### src/rtl/hex_disp_pkg.sv
// Shared constants and helpers for the multiplexed hex display.
// Segment tables are stored active-high; polarity is applied at the pins.
package hex_disp_pkg;

    localparam int SEG_A = 0;
    localparam int SEG_B = 1;
    localparam int SEG_C = 2;
    localparam int SEG_D = 3;
    localparam int SEG_E = 4;
    localparam int SEG_F = 5;
    localparam int SEG_G = 6;

    // Element n is the pattern for nibble n (element 0 in the LSBs)
    localparam logic [15:0][6:0] SEG_LUT = {
        7'h71, 7'h79, 7'h5E, 7'h39,
        7'h7C, 7'h77, 7'h6F, 7'h7F,
        7'h07, 7'h7D, 7'h6D, 7'h66,
        7'h4F, 7'h5B, 7'h06, 7'h3F
    };

    function automatic logic [6:0] hex_to_seg(input logic [3:0] nibble);
        return SEG_LUT[nibble];
    endfunction

endpackage

### src/rtl/hex_seg_decode.sv
// Combinational nibble to seven-segment decoder.
// ACTIVE_LOW selects the polarity of the returned pattern.
module hex_seg_decode
    import hex_disp_pkg::*;
#(
    parameter bit ACTIVE_LOW = 1'b1
) (
    input  logic [3:0] nibble,
    output logic [6:0] seg
);

    logic [6:0] raw;

    always_comb begin
        raw = hex_to_seg(nibble);
        seg = ACTIVE_LOW ? ~raw : raw;
    end

endmodule

### src/rtl/hex_scan_display.sv
// Multiplexed hex display driver: scans NUM_DIGITS digits over one shared
// segment bus with blanking gap, decimal points and leading-zero suppression.
module hex_scan_display
    import hex_disp_pkg::*;
#(
    parameter int NUM_DIGITS = 4,
    parameter int SLOT_CYC   = 50000,
    parameter int BLANK_CYC  = 500,
    parameter bit ACTIVE_LOW = 1'b1
) (
    input  logic                    clk,
    input  logic                    rst,
    input  logic                    en,
    input  logic                    load,
    input  logic [4*NUM_DIGITS-1:0] value,
    input  logic [NUM_DIGITS-1:0]   dp_in,
    input  logic                    lz_en,
    output logic [6:0]              seg,
    output logic                    dp,
    output logic [NUM_DIGITS-1:0]   digit_sel,
    output logic                    frame
);

    localparam int CW = (SLOT_CYC > 2) ? $clog2(SLOT_CYC) : 1;
    localparam int IW = (NUM_DIGITS > 2) ? $clog2(NUM_DIGITS) : 1;

    localparam logic [6:0]            SEG_OFF = ACTIVE_LOW ? 7'h7F : 7'h00;
    localparam logic                  DP_OFF  = ACTIVE_LOW;
    localparam logic [NUM_DIGITS-1:0] SEL_OFF = {NUM_DIGITS{ACTIVE_LOW}};

    localparam logic [CW-1:0] SLOT_LAST  = CW'(SLOT_CYC - 1);
    localparam logic [CW-1:0] BLANK_END  = CW'(BLANK_CYC);
    localparam logic [IW-1:0] DIGIT_LAST = IW'(NUM_DIGITS - 1);

    logic [CW-1:0]             slot_cnt;
    logic [IW-1:0]             idx;
    logic [4*NUM_DIGITS-1:0]   value_q;
    logic [NUM_DIGITS-1:0]     dp_q;
    logic                      lz_q;

    logic                      slot_end;
    logic                      idx_end;
    logic                      blank;
    logic [3:0]                nib;
    logic                      cur_dp;
    logic                      cur_sup;
    logic                      zero_run;
    logic [NUM_DIGITS-1:0]     sup;
    logic [NUM_DIGITS-1:0]     onehot;
    logic [6:0]                dec_seg;

    assign slot_end = (slot_cnt == SLOT_LAST);
    assign idx_end  = (idx == DIGIT_LAST);
    assign blank    = (slot_cnt < BLANK_END);

    // A digit is suppressed when it and every digit above it are zero
    always_comb begin
        zero_run = 1'b1;
        sup      = '0;
        for (int i = NUM_DIGITS - 1; i >= 0; i--) begin
            zero_run = zero_run && (value_q[4*i +: 4] == 4'h0);
            sup[i]   = lz_q && zero_run && (i != 0);
        end
    end

    always_comb begin
        nib     = 4'h0;
        cur_dp  = 1'b0;
        cur_sup = 1'b0;
        onehot  = '0;
        for (int i = 0; i < NUM_DIGITS; i++) begin
            if (idx == IW'(i)) begin
                nib       = value_q[4*i +: 4];
                cur_dp    = dp_q[i];
                cur_sup   = sup[i];
                onehot[i] = 1'b1;
            end
        end
    end

    hex_seg_decode #(
        .ACTIVE_LOW (ACTIVE_LOW)
    ) u_decode (
        .nibble (nib),
        .seg    (dec_seg)
    );

    always_ff @(posedge clk or posedge rst) begin
        if (rst) begin
            value_q  <= '0;
            dp_q     <= '0;
            lz_q     <= 1'b0;
            slot_cnt <= '0;
            idx      <= '0;
        end else begin
            if (load) begin
                value_q <= value;
                dp_q    <= dp_in;
                lz_q    <= lz_en;
            end
            if (en) begin
                if (slot_end) begin
                    slot_cnt <= '0;
                    idx      <= idx_end ? '0 : idx + 1'b1;
                end else begin
                    slot_cnt <= slot_cnt + 1'b1;
                end
            end
        end
    end

    always_ff @(posedge clk or posedge rst) begin
        if (rst) begin
            seg       <= SEG_OFF;
            dp        <= DP_OFF;
            digit_sel <= SEL_OFF;
            frame     <= 1'b0;
        end else if (!en) begin
            seg       <= SEG_OFF;
            dp        <= DP_OFF;
            digit_sel <= SEL_OFF;
            frame     <= 1'b0;
        end else begin
            seg       <= cur_sup ? SEG_OFF : dec_seg;
            dp        <= ACTIVE_LOW ? ~cur_dp : cur_dp;
            digit_sel <= blank ? SEL_OFF
                               : (ACTIVE_LOW ? ~onehot : onehot);
            frame     <= slot_end && idx_end;
        end
    end

endmodule

### config.mk
export PLATFORM = sky130hd
export DESIGN_NAME = hex_scan_display
export DESIGN_NICKNAME = d
export VERILOG_FILES = /design/src/rtl/hex_disp_pkg.sv /design/src/rtl/hex_seg_decode.sv /design/src/rtl/hex_scan_display.sv
export SDC_FILE = /design/constraint.sdc
export NUM_CORES = 1
export LEC_CHECK = 0
export ABC_CLOCK_PERIOD_IN_PS = 3130
export BUFFER_PORTS_ARGS = -buffer_cell sky130_fd_sc_hd__buf_2
export CORE_ASPECT_RATIO = 0.9
export CORE_MARGIN = 4
export CORE_UTILIZATION = 51
export DETAILED_ROUTE_END_ITERATION = 16
export PLACE_DENSITY = 0.78
export SLEW_MARGIN = 0
export SYNTH_ARGS = -nofsm -noshare
export SYNTH_HDL_FRONTEND = slang
export SYNTH_HIERARCHICAL = 1
export SYNTH_SLANG_ARGS = --single-unit
### constraint.sdc
create_clock -name clk -period 3.13 [get_ports clk]
set_clock_uncertainty 0.15 [all_clocks]
set_input_delay 0.626 -clock clk [delete_from_list [all_inputs] [get_ports clk]]
set_output_delay 0.626 -clock clk [all_outputs]
set_load 0.01 [all_outputs]
Word level (Yosys, flattened, before mapping) --
Memory sizes are Yosys's and may differ from the RTL's. Cells that the tools add are included.
Cells by class: magnitude comparators 2, bitwise logic cells 3, add/subtract/negate cells 2, reductions and logical operators 11, multiplexer cells 24, eq/ne operators 4
Operators by type and width (number):
- 4-bit two-way mux | 6
- 7-bit two-way mux | 3
- 16-bit by 1-bit adder with 16-bit output (second input constant) | 1
- 16-bit equality test (second input constant) | 1
- 16-bit by 9-bit < comparator with 1-bit output (second input constant) | 1
- 16-bit two-way mux | 1
- 1-bit two-way mux | 13
- 4-bit logical NOT | 3
- 7-bit inverter | 1
- 1-bit logical AND | 6
- 4-bit by 5-bit < comparator with 1-bit output (second input constant) | 1
- 2-bit equality test (second input constant) | 2
- 4-bit inverter | 1
- 2-bit by 1-bit adder with 2-bit output (second input constant) | 1
- 2-bit by 1-bit equality test with 1-bit output (second input constant) | 1
- 2-bit logical NOT | 1
- 2-bit two-way mux | 1
- 2-bit AND reduction | 1
- 1-bit inverter | 1
Storage, ports and cells: memory bits (read-only) 112, input bits 25, register bits 52, memories kept 1
Memories:
- (no name shown) | depth 16, bits a word 7, read ports 1, clocked after Yosys merged registers in 0, write ports 0, RTL line hex_disp_pkg.sv:22 | return SEG_LUT[nibble];

Depth between registers and ports, before layout --
depth in word-level cells 10, depth in mapped cells 12, depth with buffers taken out 11

Cells and area by module --
The synthesis kept the hierarchy.
By module, submodules not included:
- hex_scan_display | times used 1, sequential area each 1316.3 um^2, area each 2356.0 um^2, cells an instance 199
- hex_seg_decode | times used 1, sequential area each 0.0 um^2, area each 252.7 um^2, cells an instance 31

Worst setup path after synthesis --
OpenSTA, ideal clock, no wires.
path type reg2reg, start point reg idx[0], end point reg seg[3], setup slack 0.158 ns, arrival time 2.737 ns, setup time 0.084 ns, required time 2.896 ns, period minus slack after synthesis 2.972 ns, stages on the path, launching flop included 11, cell sequence dfrtp_1 > ha_1 > clkbuf_1 > nor2b_1 > a221oi_1 > o31ai_1 > inv_1 > ha_1 > inv_1 > mux4_1 > or2_2
On the way: cells in the longest elaborated chain, start to end 10, elaborated cells on any way between the ends 16, classes of those cells eq/ne: 3; mux: 10; bitwise: 1; reduce/logical: 1; memory: 1
RTL lines:
- start: declaration | RTL line hex_scan_display.sv:36 | logic [IW-1:0] idx;
- start signal: assignment | RTL line hex_scan_display.sv:104 | idx <= idx_end ? '0 : idx + 1'b1;
- 2-bit logical NOT | RTL line hex_scan_display.sv:72 | if (idx == IW'(i)) begin
- 4-bit two-way mux (3 in series) | RTL line hex_scan_display.sv:72
- 4-bit two-way mux (*) | RTL line hex_scan_display.sv:72
- named net nib[0] | RTL line hex_scan_display.sv:44 | logic [3:0] nib;
- memory read 16 x 7 bit (*)
- 7-bit two-way mux (implied by the code) (*) | RTL line hex_disp_pkg.sv:22
- 7-bit inverter (*) | RTL line hex_seg_decode.sv:16 | seg = ACTIVE_LOW ? ~raw : raw;
- named net dec_seg[3] | RTL line hex_scan_display.sv:50 | logic [6:0] dec_seg;
- 7-bit two-way mux (*) | RTL line hex_scan_display.sv:124 | seg <= cur_sup ? SEG_OFF : dec_seg;
- 7-bit two-way mux (*) | RTL line hex_scan_display.sv:118 | end else if (!en) begin
- end signal: assignment | RTL line hex_scan_display.sv:124
- end: declaration | RTL line hex_scan_display.sv:18 | output logic [6:0] seg,
Mark *: on every way through the listed nets, which the timed path passes. The rest lies on a longest branch. The select of a mux whose other input is x is not followed. A chain may end at the register's enable or synchronous reset.

Worst setup path after layout --
Same ends and word-level chain as after synthesis.

==> impl_metrics.csv <==
group,metric,value,unit
yosys,synth_area_per_cell,11.3,um^2
yosys,synthCells,230,
finish,diodes,0,
pwr,finalPower,1.46,mW
sta,max_freq,342,MHz
yosys,yosysSeqAreaShare,50.5,%
detailed_routing,drc,0,
finish,drive_gt1_share,35.9,%
detailed_routing,dr.first_iter.drc_count,140,
place,place_congestion,0.841,
yosys,async_flop_share,100,%
clock_network,htree_levels,2,
setup_path,cp-start-kind,"flop",
grt,grt_pass1_vias,1720,
outcome,outcome,"completed",
place,post-dp-hpwl,3690,um
die,dieWidth,83.4,um
yosys,ys_types,47,
detailed_routing,routed_via_density,5.33,
detailed_routing,wl_per_cell,14.4,um
sta,worst_pin_slew,974,ps
clock_network,cts_resized,0,
die,die_y,75.9,um
clock_network,clock_latency,320,ps
die,boundaryPins,38,
pwr,leakagePower,1.34,nW
yosys,syn_area,2610,um^2
die,die_area,6330,um^2
sta,hold_viol,0,
clock_network,cts_tree,"done",
setup_path,critPathArrivalTime,3020,ps
setup_path,critPathMaxFanout,4,
grt,globalRouteTotalUtil,16.5,%
yosys,synthFlopType,"dfrtp_1",
place,io_buffers,37,
die,num_rows,24,
clock_network,cts_hold_buffers,0,
detailed_routing,vias,1802,
place,placed_area,2870,um^2
setup_path,end_kind,"flop",
detailed_routing,routed_wl,4860,um
grt,antenna_found_initial,0,
finish,final_design_area_no_fill,2970,um^2
grt,grt_max_degree,49,
yosys,synth-edff-count,0,
pwr,power_density,492,nW/um^2
yosys,synthTopCellsByArea,"dfrtp_1 (38%), dfstp_2 (12%), mux2_2 (9.1%)",
sta,setup_viol,0,
yosys,synth_top_area_share,38.4,%
worst_hold_path,hold_path.class,"flop to flop",
finish,synthToLayoutAreaGrowth,13.8,%
yosys,synthTopCellsByCount,"dfrtp_1 (40), nand2_1 (24), mux2_2 (21), nor2_1 (14), dfstp_2 (12)",
clock_network,cts_sinks,52,
run,maxCapViolCount,0,
sta,tns,0,ps
setup_path,cp.required,3230,ps
clock_network,clkTransAtPathRegs,100,ps
die,core_area,4890,um^2
grt,overflow,0,
clock_network,cts_root_buf,"clkbuf_8",
yosys,yosys.area.top_type,"dfrtp_1",
yosys,yosysWarnings,6,
clock_network,postCtsSetupBuffers,0,
finish,fill_cells,410,
yosys,syn_nets,266,
setup_path,criticalPathCategory,"flop to flop",
sta,period_minus_slack,2920,ps
detailed_routing,drt_pass1_iterations,4,
place,dpl.cell_count,330,
sta,rsz0062_at_grt,"false",
grt,grt_pass1_wl,8050,um
detailed_routing,ant_nets,0,
clock_network,cts_buffer_depth,2,
finish,nets,308,
die,start_util,53.3,%
sta,slew_viol_final,0,
clock_network,numCtsBuffers,5,
sta,timing.final.crit_share,93.3,%
yosys,synth_seq_cells,52,
finish,final_cells,338,
yosys,synth_most_common_cell,"dfrtp_1",
sta,slew_headroom,35.0,%
pwr,vdd_drop_max,303,uV
==> metal layers <==
layer	global-route usage, %	vias up	part of all wire, %
li1	-	894	-
met1	21.5	840	46
met2	26.3	58	45
met3	4.43	10	6.8
met4	7.44	0	1.9
met5	0	-	0
==> report_power, final <==
group	switching [mW]	internal, mW	leakage [nW]
Clock	0.242	0.164	0.0463
Combinational	0.111	0.125	0.687
Sequential	0.0660	0.753	0.607
==> critical path: stages (launching register included) <==
cell and delay, ps:
dfrtp_1 430, inv_1 110, ha_1 200, nor2b_1 290, a221oi_1 130, o31ai_1 280
inv_1 150, ha_1 300, inv_1 50, mux4_1 460, or2_2 300
==> sequential cells by signal, indices dropped and copies added, names as in the netlist <==
signal     flops
digit_sel      4
dp             1
dp_q           4
frame          1
idx            2
lz_q           1
seg            7
slot_cnt      16
value_q       16
==> kinds of logic (layout without fill, tap and decap cells) <==
kind of cell	after synthesis	count (layout)	synth area share, %
AND/OR/NAND/NOR	86	86	18.8
flip-flops	52	52	50.5
AO/OA/AOI/OAI	28	28	7.43
multiplexers	25	25	11.2
buffers and inverters	17	60	3.17
adder cells (fa/ha/maj)	11	11	5.28
XOR/XNOR	11	11	3.69
==> final cells by class <==
cell class / count / area, um^2 / area share (%)
sequential: 52 / 1320 / 44.4
multi-input combinational: 161 / 1210 / 40.8
timing repair buffer: 43 / 230 / 7.76
tap: 65 / 81.3 / 2.74
clock buffer: 5 / 68.8 / 2.32
inverter: 9 / 33.8 / 1.14
clock inverter: 3 / 27.5 / 0.927
==> per-stage QoR <==
step	worst slack, ps	utilization, %	hold WS (ps)
after floorplan	158	-	301
after global placement	345	58.7	346
after detailed placement	228	58.7	355
after CTS	213	60.6	372
after global routing	0.385	60.6	367
final	209	60.6	372
==> worst paths after layout <==
path	start	end	slack (ps)	depth (start not counted)
min in group asynchronous	rst	slot_cnt[7]$_DFFE_PP0P_	380	2
worst max-delay path	idx[0]$_DFFE_PP0P_	seg[3]$_DFF_PP1_	210	10
max in group asynchronous	rst	digit_sel[3]$_DFF_PP1_	1720	3
worst min-delay path	slot_cnt[15]$_DFFE_PP0P_	slot_cnt[15]$_DFFE_PP0P_	370	1
worst min register to register	slot_cnt[15]$_DFFE_PP0P_	slot_cnt[15]$_DFFE_PP0P_	370	1
worst max register to register	idx[0]$_DFFE_PP0P_	seg[3]$_DFF_PP1_	210	10
==> placed cells by master, fill, tap and decap left out, drive strengths merged, types with 2 or more instances in the layout <==
cell type,synthesis,routed
nor2b,7,7
a22o,2,2
or2,8,8
xor2,4,4
buf,2,43
nand3,3,3
xnor2,7,7
ha,11,11
mux2i,3,3
nor4,6,6
o31ai,5,5
or3,2,2
dfstp,12,12
nand2,24,24
inv,9,10
nand4,6,6
a21oi,4,4
nand2b,3,3
nor2,15,15
mux2,21,21
nor3,2,2
dfrtp,40,40
o21ai,7,7
a221oi,4,4
clkbuf,6,5
(Power assumes the default switching activity.)
